===== src/rtl/uart_boot_loader.sv =====
// uart_boot_loader: parses framed load packets from the UART RX queue, writes the
// payload words over the femto bus and answers every packet with ACK/NAK.
`ifndef BUS_ACC_CNT
`define BUS_ACC_CNT 3
`endif
`ifndef BUS_ACC_4B
`define BUS_ACC_4B 2
`endif

module uart_boot_loader #(
  parameter int unsigned TIMEOUT_CYC = 120000,
  parameter logic [7:0]  SYNC_BYTE   = 8'hA5,
  parameter logic [7:0]  ACK_BYTE    = 8'h06,
  parameter logic [7:0]  NAK_BYTE    = 8'h15
) (
  input  logic                           clk,
  input  logic                           rstn,
  input  logic                           enable,
  input  logic                           rxq_empty,
  input  logic [7:0]                     recv_data,
  output logic                           recv_resp,
  input  logic                           txq_full,
  output logic                           send_req,
  output logic [7:0]                     send_data,
  output logic                           bus_req,
  output logic                           bus_wr_b,
  output logic [$clog2(`BUS_ACC_CNT)-1:0] bus_acc,
  output logic [31:0]                    bus_addr,
  output logic [31:0]                    bus_wdata,
  input  logic                           bus_resp,
  input  logic                           bus_fault,
  output logic                           busy,
  output logic                           boot_done,
  output logic [31:0]                    boot_addr
);

  localparam int AW = $clog2(`BUS_ACC_CNT);
  localparam logic [7:0] CMD_WRITE = 8'h01;
  localparam logic [7:0] CMD_JUMP  = 8'h02;

  typedef enum logic [2:0] {
    S_IDLE, S_CMD, S_ADDR, S_LEN, S_DATA, S_WRITE, S_CSUM, S_ACK
  } state_t;

  state_t      state_q, state_d;
  logic        run_q, err_q, err_d, pend_q, pend_d;
  logic [7:0]  cmd_q, cmd_d, csum_q, csum_d;
  logic [1:0]  cnt_q, cnt_d;
  logic [15:0] len_q, len_d;
  logic [31:0] addr_q, addr_d, wdata_q, wdata_d, tmo_q, tmo_d;
  logic        bus_req_q, bus_req_d, send_req_q, send_req_d, boot_done_q, boot_done_d;
  logic [7:0]  send_data_q, send_data_d;
  logic [31:0] boot_addr_q, boot_addr_d;

  logic        byte_st, tmo_st, tmo_hit, bus_done;
  logic [7:0]  csum_nx;
  logic [15:0] len_full;

  assign csum_nx  = csum_q + recv_data;
  assign len_full = {recv_data, len_q[15:8]};
  // Fault completes the access in the request cycle; otherwise wait for bus_resp.
  assign bus_done = pend_q && (bus_resp || (bus_req_q && bus_fault));
  assign byte_st  = (state_q inside {S_IDLE, S_CMD, S_ADDR, S_LEN, S_DATA, S_CSUM});
  assign tmo_st   = (state_q inside {S_CMD, S_ADDR, S_LEN, S_DATA, S_CSUM});
  assign tmo_hit  = (TIMEOUT_CYC != 0) && tmo_st && rxq_empty && (tmo_q + 32'd1 == TIMEOUT_CYC);

  assign send_req  = send_req_q;
  assign send_data = send_data_q;
  assign bus_req   = bus_req_q;
  assign bus_wr_b  = bus_req_q;
  assign bus_acc   = bus_req_q ? AW'(`BUS_ACC_4B) : '0;
  assign bus_addr  = addr_q;
  assign bus_wdata = wdata_q;
  assign busy      = (state_q != S_IDLE);
  assign boot_done = boot_done_q;
  assign boot_addr = boot_addr_q;

  // Next-state and datapath: one byte consumed per cycle in byte states; the pop is
  // combinational because a registered pop could not know whether the next byte exists.
  always_comb begin
    state_d     = state_q;
    err_d       = err_q;
    pend_d      = pend_q && !bus_done;
    cmd_d       = cmd_q;
    csum_d      = csum_q;
    cnt_d       = cnt_q;
    len_d       = len_q;
    addr_d      = addr_q;
    wdata_d     = wdata_q;
    tmo_d       = (tmo_st && rxq_empty) ? tmo_q + 32'd1 : 32'd0;
    bus_req_d   = 1'b0;
    send_req_d  = 1'b0;
    send_data_d = send_data_q;
    boot_done_d = boot_done_q;
    boot_addr_d = boot_addr_q;
    recv_resp   = 1'b0;
    if (!enable) begin
      // Never abandon an in-flight bus access; everything else aborts at once.
      if (!(state_q == S_WRITE && pend_q && !bus_done)) state_d = S_IDLE;
    end else if (tmo_hit) begin
      state_d = S_IDLE;
    end else begin
      if (run_q && byte_st && !rxq_empty) recv_resp = 1'b1;
      case (state_q)
        S_IDLE: if (recv_resp && recv_data == SYNC_BYTE) begin
          state_d = S_CMD;
          err_d   = 1'b0;
          csum_d  = 8'h00;
          cnt_d   = 2'd0;
        end
        S_CMD: if (recv_resp) begin
          cmd_d   = recv_data;
          csum_d  = csum_nx;
          if (recv_data != CMD_WRITE && recv_data != CMD_JUMP) err_d = 1'b1;
          state_d = S_ADDR;
        end
        S_ADDR: if (recv_resp) begin
          addr_d = {recv_data, addr_q[31:8]};
          csum_d = csum_nx;
          cnt_d  = cnt_q + 2'd1;
          if (cnt_q == 2'd3) begin
            state_d = S_LEN;
            cnt_d   = 2'd0;
          end
        end
        S_LEN: if (recv_resp) begin
          len_d  = len_full;
          csum_d = csum_nx;
          cnt_d  = cnt_q + 2'd1;
          if (cnt_q == 2'd1) begin
            if (addr_q[1:0] != 2'b00) err_d = 1'b1;
            if (cmd_q == CMD_JUMP && len_full != 16'd0) err_d = 1'b1;
            state_d = (len_full != 16'd0) ? S_DATA : S_CSUM;
            cnt_d   = 2'd0;
          end
        end
        S_DATA: if (recv_resp) begin
          wdata_d = {recv_data, wdata_q[31:8]};
          csum_d  = csum_nx;
          cnt_d   = cnt_q + 2'd1;
          if (cnt_q == 2'd3) begin
            state_d   = S_WRITE;
            bus_req_d = !err_q;
            pend_d    = !err_q;
          end
        end
        S_WRITE: begin
          if (bus_req_q && bus_fault) err_d = 1'b1;
          if (!pend_q || bus_done) begin
            addr_d  = addr_q + 32'd4;
            len_d   = len_q - 16'd1;
            cnt_d   = 2'd0;
            state_d = (len_q == 16'd1) ? S_CSUM : S_DATA;
          end
        end
        S_CSUM: if (recv_resp) begin
          if (csum_nx != 8'h00) err_d = 1'b1;
          state_d = S_ACK;
        end
        S_ACK: if (!txq_full) begin
          send_req_d  = 1'b1;
          send_data_d = err_q ? NAK_BYTE : ACK_BYTE;
          if (!err_q && cmd_q == CMD_JUMP) begin
            boot_done_d = 1'b1;
            boot_addr_d = addr_q;
          end
          state_d = S_IDLE;
        end
        default: state_d = S_IDLE;
      endcase
    end
  end

  // State and output registers, all cleared asynchronously.
  always_ff @(posedge clk or negedge rstn) begin
    if (!rstn) begin
      state_q     <= S_IDLE;
      run_q       <= 1'b0;
      err_q       <= 1'b0;
      pend_q      <= 1'b0;
      cmd_q       <= 8'h00;
      csum_q      <= 8'h00;
      cnt_q       <= 2'd0;
      len_q       <= 16'd0;
      addr_q      <= 32'd0;
      wdata_q     <= 32'd0;
      tmo_q       <= 32'd0;
      bus_req_q   <= 1'b0;
      send_req_q  <= 1'b0;
      send_data_q <= 8'h00;
      boot_done_q <= 1'b0;
      boot_addr_q <= 32'd0;
    end else begin
      state_q     <= state_d;
      run_q       <= 1'b1;
      err_q       <= err_d;
      pend_q      <= pend_d;
      cmd_q       <= cmd_d;
      csum_q      <= csum_d;
      cnt_q       <= cnt_d;
      len_q       <= len_d;
      addr_q      <= addr_d;
      wdata_q     <= wdata_d;
      tmo_q       <= tmo_d;
      bus_req_q   <= bus_req_d;
      send_req_q  <= send_req_d;
      send_data_q <= send_data_d;
      boot_done_q <= boot_done_d;
      boot_addr_q <= boot_addr_d;
    end
  end

endmodule


===== config.mk =====
export PLATFORM = sky130hd
export DESIGN_NAME = uart_boot_loader
export DESIGN_NICKNAME = d
export VERILOG_FILES = /design/src/rtl/uart_boot_loader.sv
export SDC_FILE = /design/constraint.sdc
export NUM_CORES = 1
export LEC_CHECK = 0
export ABC_AREA = 1
export ABC_CLOCK_PERIOD_IN_PS = 2850
export CAP_MARGIN = 15
export CORE_UTILIZATION = 56
export DETAILED_ROUTE_END_ITERATION = 6
export PLACE_DENSITY_LB_ADDON = 0.2
export SYNTH_ARGS = -nofsm -noshare
export SYNTH_HDL_FRONTEND = slang
export SYNTH_SLANG_ARGS = --single-unit

===== constraint.sdc =====
create_clock -name clk -period 2.85 [get_ports clk]
set_clock_uncertainty 0.05 [all_clocks]
set_input_delay 0.855 -clock clk [delete_from_list [all_inputs] [get_ports clk]]
set_output_delay 0.855 -clock clk [all_outputs]
set_load 0.02 [all_outputs]

# Word-level counts from Yosys, hierarchy flattened
# Cells that the tools add are included.
# Widths: inputs -> output; s select.
# classes
n_bitwise,2
add_sub_neg,5
n_eq_ne,40
n_mux,67
n_reduce_logical,42
# op_table
op,count
$mux 32,3
$pmux 32 s2,1
$mux 3,14
$ne 4x3->1 const B,10
$add 32x1->32 const B,1
$add 32x3->32 const B,1
$eq 32x17->1 const B,1
$mux 16,2
$pmux 16 s2,1
$mux 1,29
$pmux 3 s8,1
$reduce_and 12->1,2
$ne 2x1->1 const B,11
$mux 2,10
$reduce_and 5->1,4
$eq 16x1->1 const B,1
$mux 8,2
$pmux 8 s2,1
$reduce_bool 16->1,1
$sub 16x1->16 const B,1
$reduce_bool 5->1,3
$logic_and 1x1->1,13
$eq 3x3->1 const B,4
$reduce_and 4->1,3
26 further kinds,36
# totals
inputBits,15
out_inout_bits,112
register_bits,179
elab_cells,172

# Depth between registers and ports, before layout
# logic_depth
depth_word,12
mapped_depth,18
ltp_nobuf,17

# Worst setup path after synthesis
# OpenSTA, ideal clock, no wires.
# synth_path
path_type,input to output
startpoint,input enable
endpoint,output recv_resp
arrival_ns,1.559
setup_slack_ns,0.386
required_time_ns,1.945
path_stages,3
path_buffers,1
path_cell_list,clkbuf_1 > inv_1 > nor2_1
# synth_between
elab_chain_cells,1
# synth_rtl
element,line_no,source
from (decl),18,"input logic enable,"
$mux 1,97,if (!enable) begin
to (decl),21,"output logic recv_resp,"
# No other way between the ends.

# Final worst setup path
# Same ends and word-level chain as after synthesis.

==> flow_metrics.env <==
export IMPL_route_vias_total=9135
export IMPL_max_stage_delay_ps=490
export IMPL_global_route_usage_total=0.294
export IMPL_cp_slowest_cell="clkdlybuf4s50_1"
export IMPL_setup_violations_final=0
export IMPL_yosys_warnings=0
export IMPL_hold_path_class="in2async"
export IMPL_critical_path_required_ps=1950
export IMPL_initial_core_util=0.577
export IMPL_criticalPathCategory="in2out"
export IMPL_rsz_0062_raised_after_global_routing="no"
export IMPL_detail_route_wirelength_um=24800
export IMPL_leak_pwr_nw=5.52
export IMPL_grt_ovfl_total=0
export IMPL_cts_hold_buffers_added=0
export IMPL_numCtsBuffers=17
export IMPL_worst_ep_arrival_time_ps=1790
export IMPL_power_combinational_fraction=0.380
export IMPL_final_layout_size_suffix_gt1_frac=0.0748
export IMPL_place_congestion=0.911
export IMPL_ys_ff_latch=174
export IMPL_worstPathCellList="clkdlybuf4s50_1, inv_1, nor2_1, buf_4, buf_4"
export IMPL_std_cell_rows=47
export IMPL_i_o_pin_total=127
export IMPL_p_seq_frac=0.385
export IMPL_synthCells=1294
export IMPL_final_setup_tns_ps=0
export IMPL_cp_max_fo=2
export IMPL_power_switching_fraction=0.404
export IMPL_place_hpwl_um=17700
export IMPL_crit_path_frequent_cell="buf_4"
export IMPL_drt_iter0_drc=679
export IMPL_htree_num_levels=4
export IMPL_detail_route_drc_violations=0
export IMPL_drt_pre_antenna_iters=7
export IMPL_ant_nets=0
export IMPL_actual_slew_at_the_worst_max_slew_pin_ps=667
export IMPL_cts_repair_timing_setup_buffer_count=0
export IMPL_drv_max_cap_violation_count=0
export IMPL_antenna_found_initial=0
export IMPL_die_width_um=133
export IMPL_max_clock_freq_ghz=0.372
export IMPL_cts_sinks=174
export IMPL_yosysUniqueCellTypes=43
export IMPL_hold_viol_final=0
export IMPL_die_area_um2=17700
export IMPL_report_final_slew_viol_count=0
export IMPL_power_density_nw_per_um2=801
export IMPL_cell_int_power_w=0.00566
export IMPL_number_of_enable_type_register_cells_in_the_synthesized_netlist=0
export IMPL_avgSynthCellArea_um2=7.43
export IMPL_fp_dieH_um=133
export IMPL_core_box_area_um2=16600
export IMPL_final_clock_period_utilization_by_the_worst_path=0.944
export IMPL_grt_pass1_vias=8475
export IMPL_run_status="finished, final reports clean"
export IMPL_timing_max_slew_rel_slack=0.551
export IMPL_cts_buffer_depth=2
export IMPL_power_switching_w=0.00384
export IMPL_grt_start_max_net_pins=72
export IMPL_finalCriticalPeriod_ps=2690
export IMPL_wl_per_cell_um=14.9
export IMPL_cp_end_kind="primary output"
export IMPL_clock_tree_from_tritoncts="done"
export IMPL_insertion_delay_ps=440
export IMPL_path_clk_slew_ps=60
export IMPL_cts_root_buf="clkbuf_16"
export IMPL_fin_nets=1462
export IMPL_ys_dominant_reg_cell="dfrtp_1"
export IMPL_synth_async_reset_ratio=1.00
export IMPL_first_pass_grt_wire_length_um=41500
export IMPL_port_buffer_count=121
export IMPL_syn2layout_area_growth_pct=23.5
export IMPL_post_route_util=0.713
export IMPL_worst_hold_slack_ps=308
export IMPL_critical_path_startpoint_type="input pin"
export IMPL_clkPwrFrac=0.235
export IMPL_peakVddDrop_uv=559
export IMPL_seq_area_frac_synth=0.453
export IMPL_vias_per_cell=5.49
export IMPL_post_synth_instance_area_um2=9610
synth_stat cells, types with 3 or more instances:
cell | count | area share
nand2_1 | 394 | 0.15
dfrtp_1 | 174 | 0.45
nor2_1 | 141 | 0.055
inv_1 | 120 | 0.047
o21ai_0 | 120 | 0.063
nand3_1 | 94 | 0.049
a21oi_1 | 42 | 0.022
clkbuf_1 | 32 | 0.013
xor2_1 | 26 | 0.024
ha_1 | 15 | 0.020
nor3_1 | 14 | 0.0073
nand3b_1 | 13 | 0.010
nand4_1 | 11 | 0.0072
o211ai_1 | 9 | 0.0070
buf_4 | 8 | 0.0063
nand2_2 | 7 | 0.0046
nor2_4 | 7 | 0.0082
nor4_1 | 6 | 0.0039
o22ai_1 | 6 | 0.0039
o31ai_1 | 6 | 0.0047
buf_2 | 5 | 0.0026
xnor2_1 | 5 | 0.0046
a21boi_0 | 3 | 0.0023
a31oi_1 | 3 | 0.0020
buf_6 | 3 | 0.0035
inv_2 | 3 | 0.0012
o21ai_1 | 3 | 0.0016
o21bai_1 | 3 | 0.0023
or2_2 | 3 | 0.0020
cell families after synthesis:
| group | Yosys count | share of synthesized area |
|---|---|---|
| buffers and inverters | 172 | 0.0736 |
| adders and majority gates | 16 | 0.0216 |
| and+or+nand+nor | 696 | 0.307 |
| other | 2 | 0.000782 |
| xor gates and xnor gates | 31 | 0.0283 |
| DFF | 174 | 0.453 |
| AOI/OAI and AO/OA | 201 | 0.113 |
| muxes | 2 | 0.00234 |
registers in the layout, indices dropped and copies added (netlist names), 2 cells and up:
| register | cells |
|---|---|
| boot_addr | 32 |
| csum_q | 8 |
| bus_wdata | 32 |
| cnt_q | 2 |
| tmo_q | 32 |
| send_data | 3 |
| cmd_q | 8 |
| bus_addr | 32 |
| len_q | 16 |
| state_q | 3 |
through the flow:
stage	cells	cell area (um2)	setup WS, ps	power [W]
3_3_place_gp	1631	11300	-442	0.00718
6_report	1664	11900	159	0.00951
2_1_floorplan	1298	9620	386	0.00574
4_1_cts	1662	11800	15.9	0.00951
5_1_grt	1663	11900	11.6	0.0101
3_5_place_dp	1631	11300	-430	0.00726
cells in the final DEF (no fill, tap or decap), types with 9 or more instances in the layout:
cell type,n
o21ai_0,120
o211ai_1,9
nand2_1,394
nand3_1,93
ha_1,14
nand3b_1,13
clkbuf_16,17
nor2_1,138
dfrtp_1,174
nand4_1,11
clkdlybuf4s50_1,117
a21oi_1,42
xor2_1,26
buf_4,34
nor3_1,14
inv_1,120
cell type report:
cell class,count,area (um2)
Fill cell,1331,4780
Clock buffer,18,439
Clock inverter,13,118
Timing Repair Buffer,161,1600
Tap cell,220,275
Sequential cell,174,4350
Multi-Input combinational cell,953,4610
Antenna cell,1,2.50
Inverter,124,470
power groups by stage:
stage | Clock, W | Combinational (W) | Sequential (W)
final | 0.00223 | 0.00361 | 0.00366
after global routing | 0.00236 | 0.00403 | 0.00374
after CTS | 0.00226 | 0.00361 | 0.00365
after detailed placement | 0 | 0.00359 | 0.00367
after global placement | 0 | 0.00351 | 0.00366
after floorplan | 0 | 0.00187 | 0.00387
timing repair:
item                       CTS  global route
resized for setup            6             7
pin swaps                    0             3
setup endpoints to repair    2            34
gates cloned                 0             1
critical path: cells and delay by family:
| family | cells | cell delay [ps] |
|---|---|---|
| simple gates | 1 | 110 |
| buf+inv | 4 | 820 |
worst paths after layout:
path	start	end	slack (ps)	cells past startpoint
worst min-delay path	rstn	tmo_q[24]	310	1
worst max register to register	tmo_q[1]	bus_wdata[1]	180	17
max in group asynchronous	rstn	bus_wdata[7]	1790	2
min in group clk	boot_done	boot_done	420	2
worst min register to register	boot_done	boot_done	420	2
worst max-delay path	enable	recv_resp	160	5
routing by layer:
layer	up-vias	part of all wire	wire (um)	track usage
met3	34	0.063	1570	0.0510
met1	4320	0.45	11100	0.407
met4	0	0.014	348	0.0900
met2	333	0.47	11800	0.471
li1	4448	-	-	-
met5	-	0	0	0
Note: power is estimated with default switching activity, not from simulation.
